<file path="config.mk">
export PLATFORM = sky130hd
export DESIGN_NAME = move_parser
export DESIGN_NICKNAME = d
export VERILOG_FILES = /design/src/rtl/move_parser.sv
export SDC_FILE = /design/constraint.sdc
export NUM_CORES = 1
export LEC_CHECK = 0
export BUFFER_PORTS_ARGS = -buffer_cell sky130_fd_sc_hd__buf_2
export CORE_ASPECT_RATIO = 1.1
export CORE_MARGIN = 4
export CORE_UTILIZATION = 35
export CTS_CLUSTER_DIAMETER = 40
export CTS_CLUSTER_SIZE = 10
export DETAILED_ROUTE_END_ITERATION = 8
export GPL_ROUTABILITY_DRIVEN = 0
export SYNTH_ARGS = -nofsm -noshare
export SYNTH_HDL_FRONTEND = slang
export SYNTH_SLANG_ARGS = --single-unit
</file>
<file path="constraint.sdc">
create_clock -name clk -period 4.61 [get_ports clk]
set_input_delay 0.461 -clock clk [delete_from_list [all_inputs] [get_ports clk]]
set_output_delay 0.461 -clock clk [all_outputs]
set_load 0.02 [all_outputs]
</file>
<file path="src/rtl/move_parser.sv">
`default_nettype none
// +--------------------------------------------------------------------------+
// | move_parser: ASCII Connect-6 move stream to validated 0-based coords.    |
// | Optional: define MOVE_PARSER_DUPCHK_EN to reject identical stone pairs.  |
// | Revision: 1.0                                                            |
// +--------------------------------------------------------------------------+
module move_parser #(
  parameter int BOARD_N = 19
) (
  input  logic       clk,
  input  logic       reset,
  input  logic [7:0] rx_data,
  input  logic       rxdata_valid,
  output logic       colour,
  output logic       colour_valid,
  output logic       move_valid,
  input  logic       move_ready,
  output logic       single,
  output logic [4:0] y1,
  output logic [4:0] x1,
  output logic [4:0] y2,
  output logic [4:0] x2,
  output logic       err,
  output logic [1:0] err_code
);

  typedef enum logic [3:0] {
    S_HDR = 4'd0,
    S_Y1T = 4'd1,
    S_Y1O = 4'd2,
    S_X1T = 4'd3,
    S_X1O = 4'd4,
    S_Y2T = 4'd5,
    S_Y2O = 4'd6,
    S_X2T = 4'd7,
    S_X2O = 4'd8,
    S_OUT = 4'd9
  } state_t;

  localparam logic [5:0] C_BOARD_N = 6'(BOARD_N);

  state_t     state_q, state_d;
  logic       colour_q, colour_d;
  logic       colour_valid_q, colour_valid_d;
  logic       first_q, first_d;
  logic       single_q, single_d;
  logic       tens_q, tens_d;
  logic       err_q, err_d;
  logic [1:0] err_code_q, err_code_d;
  logic [4:0] y1_q, y1_d, x1_q, x1_d, y2_q, y2_d, x2_q, x2_d;

  logic       is_crlf, is_hdr, is_digit, is_tens, in_range, dup;
  logic [4:0] coord_1b, coord;
  logic       raise;
  logic [1:0] raise_code;

  always_comb begin
    is_crlf  = (rx_data == 8'h0D) || (rx_data == 8'h0A);
    is_hdr   = (rx_data == 8'h42) || (rx_data == 8'h57);
    is_digit = (rx_data >= 8'h30) && (rx_data <= 8'h39);
    is_tens  = (rx_data == 8'h30) || (rx_data == 8'h31);
    coord_1b = (tens_q ? 5'd10 : 5'd0) + {1'b0, rx_data[3:0]};
    in_range = (coord_1b != 5'd0) && ({1'b0, coord_1b} <= C_BOARD_N);
    coord    = coord_1b - 5'd1;
    dup      = 1'b0;
`ifdef MOVE_PARSER_DUPCHK_EN
    dup      = (y2_q == y1_q) && (coord == x1_q);
`else
    dup      = 1'b0;
`endif
  end

  always_comb begin
    state_d        = state_q;
    colour_d       = colour_q;
    colour_valid_d = 1'b0;
    first_d        = first_q;
    single_d       = single_q;
    tens_d         = tens_q;
    y1_d           = y1_q;
    x1_d           = x1_q;
    y2_d           = y2_q;
    x2_d           = x2_q;
    err_d          = 1'b0;
    err_code_d     = err_code_q;
    raise          = 1'b0;
    raise_code     = 2'd0;

    if (state_q == S_OUT && move_ready) begin
      state_d = S_Y1T;
      first_d = 1'b0;
    end

    if (rxdata_valid && !is_crlf) begin
      if (state_q == S_OUT) begin
        // Record stays pending; the byte is lost and reported as overrun.
        err_d      = 1'b1;
        err_code_d = 2'd2;
      end else if (is_hdr) begin
        colour_d       = (rx_data == 8'h57);
        first_d        = (rx_data == 8'h57);
        colour_valid_d = 1'b1;
        state_d        = S_Y1T;
      end else begin
        case (state_q)
          S_Y1T, S_X1T, S_Y2T, S_X2T: begin
            if (is_tens) begin
              tens_d = rx_data[0];
              case (state_q)
                S_Y1T:   state_d = S_Y1O;
                S_X1T:   state_d = S_X1O;
                S_Y2T:   state_d = S_Y2O;
                default: state_d = S_X2O;
              endcase
            end else begin
              raise = 1'b1;
            end
          end
          S_Y1O, S_X1O, S_Y2O, S_X2O: begin
            if (!is_digit) begin
              raise = 1'b1;
            end else if (!in_range) begin
              raise      = 1'b1;
              raise_code = 2'd1;
            end else begin
              case (state_q)
                S_Y1O: begin
                  y1_d    = coord;
                  state_d = S_X1T;
                end
                S_X1O: begin
                  x1_d = coord;
                  if (first_q) begin
                    single_d = 1'b1;
                    state_d  = S_OUT;
                  end else begin
                    state_d = S_Y2T;
                  end
                end
                S_Y2O: begin
                  y2_d    = coord;
                  state_d = S_X2T;
                end
                default: begin
                  x2_d = coord;
                  if (dup) begin
                    raise      = 1'b1;
                    raise_code = 2'd3;
                  end else begin
                    single_d = 1'b0;
                    state_d  = S_OUT;
                  end
                end
              endcase
            end
          end
          default: ;
        endcase
      end
    end

    if (raise) begin
      err_d      = 1'b1;
      err_code_d = raise_code;
      state_d    = S_Y1T;
    end
  end

  always_ff @(posedge clk or negedge reset) begin
    if (!reset) begin
      state_q        <= S_HDR;
      colour_q       <= 1'b0;
      colour_valid_q <= 1'b0;
      first_q        <= 1'b0;
      single_q       <= 1'b0;
      tens_q         <= 1'b0;
      y1_q           <= 5'd0;
      x1_q           <= 5'd0;
      y2_q           <= 5'd0;
      x2_q           <= 5'd0;
      err_q          <= 1'b0;
      err_code_q     <= 2'd0;
    end else begin
      state_q        <= state_d;
      colour_q       <= colour_d;
      colour_valid_q <= colour_valid_d;
      first_q        <= first_d;
      single_q       <= single_d;
      tens_q         <= tens_d;
      y1_q           <= y1_d;
      x1_q           <= x1_d;
      y2_q           <= y2_d;
      x2_q           <= x2_d;
      err_q          <= err_d;
      err_code_q     <= err_code_d;
    end
  end

  assign colour       = colour_q;
  assign colour_valid = colour_valid_q;
  assign move_valid   = (state_q == S_OUT);
  assign single       = single_q;
  assign y1           = y1_q;
  assign x1           = x1_q;
  assign y2           = y2_q;
  assign x2           = x2_q;
  assign err          = err_q;
  assign err_code     = err_code_q;

endmodule
`default_nettype wire

</file>
-- After elaboration in Yosys (flattened, before gate mapping)
Cells that the tools add are included.
- add/subtract/negate cells: 2
- multiplexer cells: 41
- reductions and logical operators: 23
- order comparisons: 3
- bitwise logic cells: 4
- equality and inequality tests: 16
- operator list (operator ; count):
    $mux W4 ; 10
    $reduce_and A7 Y1 ; 4
    $pmux W4 S3 ; 2
    $mux W1 ; 23
    $eq A4 B3 Y1 const B ; 4
    $eq A8 B4 Y1 const B ; 2
    $eq A8 B6 Y1 const B ; 2
    $eq A8 B7 Y1 const B ; 2
    $eq A4 B2 Y1 const B ; 2
    $eq A4 B4 Y1 const B ; 2
    $ge A8 B6 Y1 const B ; 1
    $le A8 B6 Y1 const B ; 1
    $pmux W4 S2 ; 1
    $reduce_and A8 Y1 ; 1
    $reduce_or A4 Y1 ; 2
    $mux W2 ; 3
    $add A4 B4 Y5 ; 1
    $le A5 B5 Y1 const B ; 1
    $reduce_and A5 Y1 ; 1
    $reduce_bool A5 Y1 ; 1
    $sub A5 B1 Y5 const B ; 1
    $eq A4 B1 Y1 const B ; 1
    $logic_and A1 B1 Y1 ; 4
    $not A1 Y1 ; 4
    other kinds (9) ; 13
- logic and storage cells: 101
- output and inout bits: 27
- bits of input ports: 12
- register bits: 32

-- Longest topological paths before layout
- depth in word-level cells: 12
- depth in mapped cells: 9
- depth with buffers taken out: 9

-- Least setup slack after synthesis
No wires, ideal clock.
- kind: input-to-reg
- start: input port rx_data[1]
- end: register state_q[3]
- stages: 8
- data required time: 4.473 ns
- arrival: 2.164 ns
- path slack: 2.308 ns
- library setup time: 0.137 ns
- path buffers: 0
- cells stage by stage: ha_1 ha_1 nand2b_1 o21a_1 o21ba_2 o31a_2 nor3_2 nor4_1
- longest elaborated chain between the ends: 10
- elaborated cells between the ends (all ways): 33
- ends and longest elaborated chain (item ; RTL line ; RTL):
    from (decl) ; 12 ; input logic [7:0] rx_data,
    $add A4 B4 Y5 ; 62 ; coord_1b = (tens_q ? 5'd10 : 5'd0) + {1'b0, rx_data[3:0]};
    $le A5 B5 Y1 / $reduce_bool A5 Y1 (equally long branches) ; 63 ; in_range = (coord_1b != 5'd0) && ({1'b0, coord_1b} <= C_BOARD_N);
    $logic_and A1 B1 Y1 ; 63 ;
    $mux W4 / $mux W1 (equally long branches) ; 122 ; end else if (!in_range) begin
    $mux W4 / $mux W1 (equally long branches) ; 120 ; if (!is_digit) begin
    $pmux W4 S2 / $pmux W1 S2 (equally long branches) ; 105 ; case (state_q)
    $mux W4 / $mux W1 (equally long branches) ; 99 ; end else if (is_hdr) begin
    $mux W4 / $mux W1 (equally long branches) ; 95 ; if (state_q == S_OUT) begin
    $mux W4 / $mux W1 (equally long branches) ; 94 ; if (rxdata_valid && !is_crlf) begin
    $mux W4 (*) ; 162 ; if (raise) begin
    net state_d[3] ; 42 ; state_t state_q, state_d;
    to (signal assigned) ; 184 ; state_q <= state_d;
    to (decl) ; 42 ;
The timed path passes the listed nets; every way through them passes the cells marked *.
A chain may end at the register's enable or synchronous reset.

-- Worst setup path in the final report
- start: register tens_q
- end: register state_q[3]
- longest elaborated chain between the ends: 11
- elaborated cells between the ends (all ways): 18
- ends and longest elaborated chain (item ; RTL line ; RTL):
    from (decl) ; 47 ; logic tens_q, tens_d;
    from (signal assigned) ; 189 ; tens_q <= tens_d;
    $mux W4 (*) ; 62 ;
    $add A4 B4 Y5 (*) ; 62 ;
    $le A5 B5 Y1 / $reduce_bool A5 Y1 (equally long branches) ; 63 ;
    $logic_and A1 B1 Y1 (*) ; 63 ;
    $mux W4 / $mux W1 (equally long branches) ; 122 ;
    $mux W4 / $mux W1 (equally long branches) ; 120 ;
    $pmux W4 S2 / $pmux W1 S2 (equally long branches) ; 105 ;
    $mux W4 / $mux W1 (equally long branches) ; 99 ;
    $mux W4 / $mux W1 (equally long branches) ; 95 ;
    $mux W4 / $mux W1 (equally long branches) ; 94 ;
    $mux W4 (*) ; 162 ;
    net state_d[3] ; 42 ;
Marks and branches as above.

==> summary.md <==
The total number of yosys warnings is 0, and the number of distinct library cells after synthesis is 50. Using the TritonRoute via totals, the vias-per-cell ratio works out to 5.338. Number of antenna-violating nets in the routed design: 0. The setup check on the worst reg-to-reg path leaves a slack of 2.17 ns.

In this run the deepest clock path goes through 2 buffers. The pre-CTS setup slack was 1.951 ns; the fraction of layout cells with a size suffix above 1 was 0.3832. The flow ran to the end, and the final reports show no timing, DRC or antenna violations.

The slowest stage of the critical path belongs to the cell sky130_fd_sc_hd__dfrtp_1. The cell sitting at the root of the clock tree is a sky130_fd_sc_hd__clkbuf_8. TritonCTS built the clock tree. In this run, CTS created clock tree buffers numbering 5. Setup violations remaining at the end of the flow were counted as 0. The largest total area in the synthesized netlist belongs to sky130_fd_sc_hd__dfrtp_1. The tools report the end of the worst register-to-register path as state_q[3]. The first-pass GRT wire length was 7.307 mm. The number of DRC violations after detailed routing came out at 0. At the worst endpoint, the required time is 4.76 ns.

For this design the static power due to leakage is 0.001083 uW. After clock tree synthesis, the clock-pin slew on the worst setup and hold paths is 0.07 ns. The width of the chip is 77.14 um, and the minimum period implied by the final worst setup slack is 2.438 ns. The count of vias placed by the detailed router was 1,452; the total count of max-transition violations in the final report was 0.

The adder-cell area share of the yosys netlist came out at 0.03399. Top flip-flop cell by instance count after synthesis: sky130_fd_sc_hd__dfrtp_1. The top cell types in the final layout, fill and taps aside, are 38 x sky130_fd_sc_hd__buf_2, 32 x sky130_fd_sc_hd__dfrtp_1, 14 x sky130_fd_sc_hd__mux2_2. Traced cell by cell, the critical path runs through ha_1 > ha_1 > nand2b_1 > o21a_1 > o21ba_2 > o31a_2 > nor3_2 > nor4_1.

The type of origin of the critical path is a flip-flop. 39 I/O pins were placed. The logs give 2 for the number of levels the H-tree was split into and 0 for the overall overflow remaining after global route. The number of buffer cells added on primary ports was 38.

The number of inserted filler cells in the final layout is 526, and the number of global-route vias before repair is 1,464. The family with the most delay on the worst path is compound AO/OA/AOI/OAI gates. The total count of hold-check failures in the final report is 0. The tools report the highest ir drop seen on vdd as 0.0001822 V. The aggregate global-route resource usage was 0.1398; the number of buffers and inverters on the critical path was 0. The tools report the critical path endpoint category as a flip-flop. Number of antenna violations at the first check in global routing: 0.

In this run the core area contains 27 standard-cell rows. Max-cap violations in this run came to 0. The critical path is of the flip-flop to flip-flop type. For the critical path arrival, the log shows 2.59 ns.

The global routing usage on met1 came out at 0.1870. The global routing stage identified its most utilized layer as met2. The largest family of logic cells by synthesized area was simple AND/OR/NAND/NOR gates. The die footprint is 6484 sq um, and the power per unit of standard cell area is 359.2 nW/um^2.

The startpoint of the most critical register-to-register path is tens_q. Setup repair after global routing left no endpoint under its margin. The logs give 33 for the largest net degree at the start of global routing and 0.4351 for the fraction of the yosys area taken by sequential cells. The starting density of the core is 0.3632. In the final design database the tool counted 230 nets.

The post-route clock period utilization works out to 0.5288. The synthesized design contains 0 enable-type register cells. The clock latency of the later-clocked register in the worst-skew pair is 0.28 ns, and the final worst-path setup slack is 2.172 ns.

The parity-gate share of the synthesized area counting xor and xnor cells was 0.01903; the final total negative setup slack was 0 ns. The most critical setup path has its startpoint at tens_q. Synthesis produced a netlist whose cell count is 175. After clock tree synthesis, the setup repair step added 0 buffers. The compound-cell area share of the yosys netlist was 0.1366. The tree built by TritonCTS fans out to 32 sinks. At the pin with the least slew margin, the transition time is 0.7145 ns. The first detailed-routing pass took 4 iterations. 0 antenna diodes ended up in the layout. The run gives 0.2215 as the met2 track utilization from global routing. Yosys attributes the largest share of cell area to sky130_fd_sc_hd__dfrtp_1 44%, sky130_fd_sc_hd__mux2_2 8.6%, sky130_fd_sc_hd__o21ai_0 3.5%. The routed design has 4.209 mm of wire.

The critical-path maximum fanout is 6. The area growth from synthesis to layout is 16.32%. The detailed-placement wirelength estimate was 3.125 mm; the worst-case reg-to-reg path depth was 8. The fraction of synthesized cell area taken by the top area cell type was 0.4351.

The synthesized design contains 32 register bits. Dividing the detail-routed wire length by the instance count gives 15.47 um. On the final layout, the worst clock skew is 0.006080 ns. Most common library cell in the layout ignoring fill and taps: sky130_fd_sc_hd__buf_2.

The worst-case headroom to the max-slew limit was 0.5236; the synthesized area per cell was 10.52 sq um. Total power for the finished layout comes to 769.0 uW. The netlist area before placement was 1841 sq um; the maximum clock frequency was 410.2 MHz. The share of async-settable or async-resettable flops after synthesis was 1.000; the net count after synthesis was 192.

For the number of hold buffers added after CTS, the log shows 0. The die is 84.06 um tall. The maximum single-stage delay on the critical path works out to 0.40 ns. The core area was 5067 sq um; the met3 capacity usage during global routing was 0.03780.

Path class of the lowest-slack min-delay path: input port to async pin. In this design, the critical path's most frequently occurring cell is sky130_fd_sc_hd__ha_1. The portion of netlist area occupied by mux cells was 0.09109.

Basic-gate share of the synthesized area counting and, or, nand and nor cells: 0.2339. The logs give 0 for the count of cells resized by post-cts repair and 129 for the iteration-0 DRC count of the detailed router.
## cell type report
cell class              count  area, sq um  area share
multi-input cells         131        947.2      0.4424
clock buffers               5        68.82     0.03214
repair buffers             38        190.2     0.08884
clock inverters             3        42.54     0.01987
inverters                   5        18.77    0.008767
flip-flops and latches     32        800.8      0.3741
well taps                  58        72.57     0.03390
## cells in the mapped netlist (2+ instances only)
| cell type | instances |
|---|---|
| sky130_fd_sc_hd__xor2_1 | 4 |
| sky130_fd_sc_hd__o21a_1 | 2 |
| sky130_fd_sc_hd__a21oi_2 | 2 |
| sky130_fd_sc_hd__mux2_2 | 14 |
| sky130_fd_sc_hd__nor3_1 | 8 |
| sky130_fd_sc_hd__and3b_1 | 3 |
| sky130_fd_sc_hd__nor2_1 | 13 |
| sky130_fd_sc_hd__nor4_1 | 3 |
| sky130_fd_sc_hd__nor3_2 | 2 |
| sky130_fd_sc_hd__inv_1 | 5 |
| sky130_fd_sc_hd__o21ai_0 | 13 |
| sky130_fd_sc_hd__a21oi_1 | 9 |
| sky130_fd_sc_hd__nand2_1 | 13 |
| sky130_fd_sc_hd__or2b_2 | 2 |
| sky130_fd_sc_hd__clkbuf_8 | 3 |
| sky130_fd_sc_hd__buf_6 | 2 |
| sky130_fd_sc_hd__nand2b_1 | 2 |
| sky130_fd_sc_hd__ha_1 | 5 |
| sky130_fd_sc_hd__nor3b_1 | 2 |
| sky130_fd_sc_hd__nand4_2 | 3 |
| sky130_fd_sc_hd__nand3_1 | 5 |
| sky130_fd_sc_hd__dfrtp_1 | 32 |
## metrics by stage
stage               cells  hold slack, ns  instance area [sq um]    util
CTS                   272          0.2543                   2141  0.4225
global route          272          0.2782                   2141  0.4225
global placement      264          0.4682                   2029  0.4005
finish                272          0.2211                   2141  0.4225
floorplan             175          0.1654                   1841       -
detailed placement    264          0.4794                   2029  0.4005
## per-layer routing
layer  part of all wire  wire length [um]  up-vias
met1               0.45              1908      699
met5                  0                 0        -
li1                   -                 -      712
met3              0.055               230        6
met2               0.48              2023       35
met4              0.011                48        0
## worst max-delay path by stage
stage | end | depth (start not counted)
floorplan | state_q[3] | 8
global placement | state_q[3] | 9
detailed placement | state_q[3] | 9
CTS | state_q[3] | 8
global route | state_q[3] | 7
finish | state_q[3] | 8
## where the power goes
| group | switching [uW] | internal [uW] | leakage, uW |
|---|---|---|---|
| combinational | 104 | 67.5 | 0.000600 |
| clock | 107 | 160 | 0.0000541 |
| sequential | 31.6 | 299 | 0.000429 |
| total | 243 | 526 | 0.00108 |
## state kept, by name (all words and copies together) (netlist names)
signal        cells
err_code          2
y1                5
y2                5
colour            1
state_q           4
single            1
x1                5
err               1
tens_q            1
first_q           1
x2                5
colour_valid      1
## kinds of logic (layout without fill, tap and decap cells)
family,count (synthesis),count (layout)
AND/OR/NAND/NOR,69,69
AO/OA/AOI/OAI,38,38
flip-flops,32,32
multiplexers,15,15
buffers and inverters,12,51
adder cells (fa/ha/maj),5,5
XOR/XNOR,4,4
(Power assumes the default switching activity.)
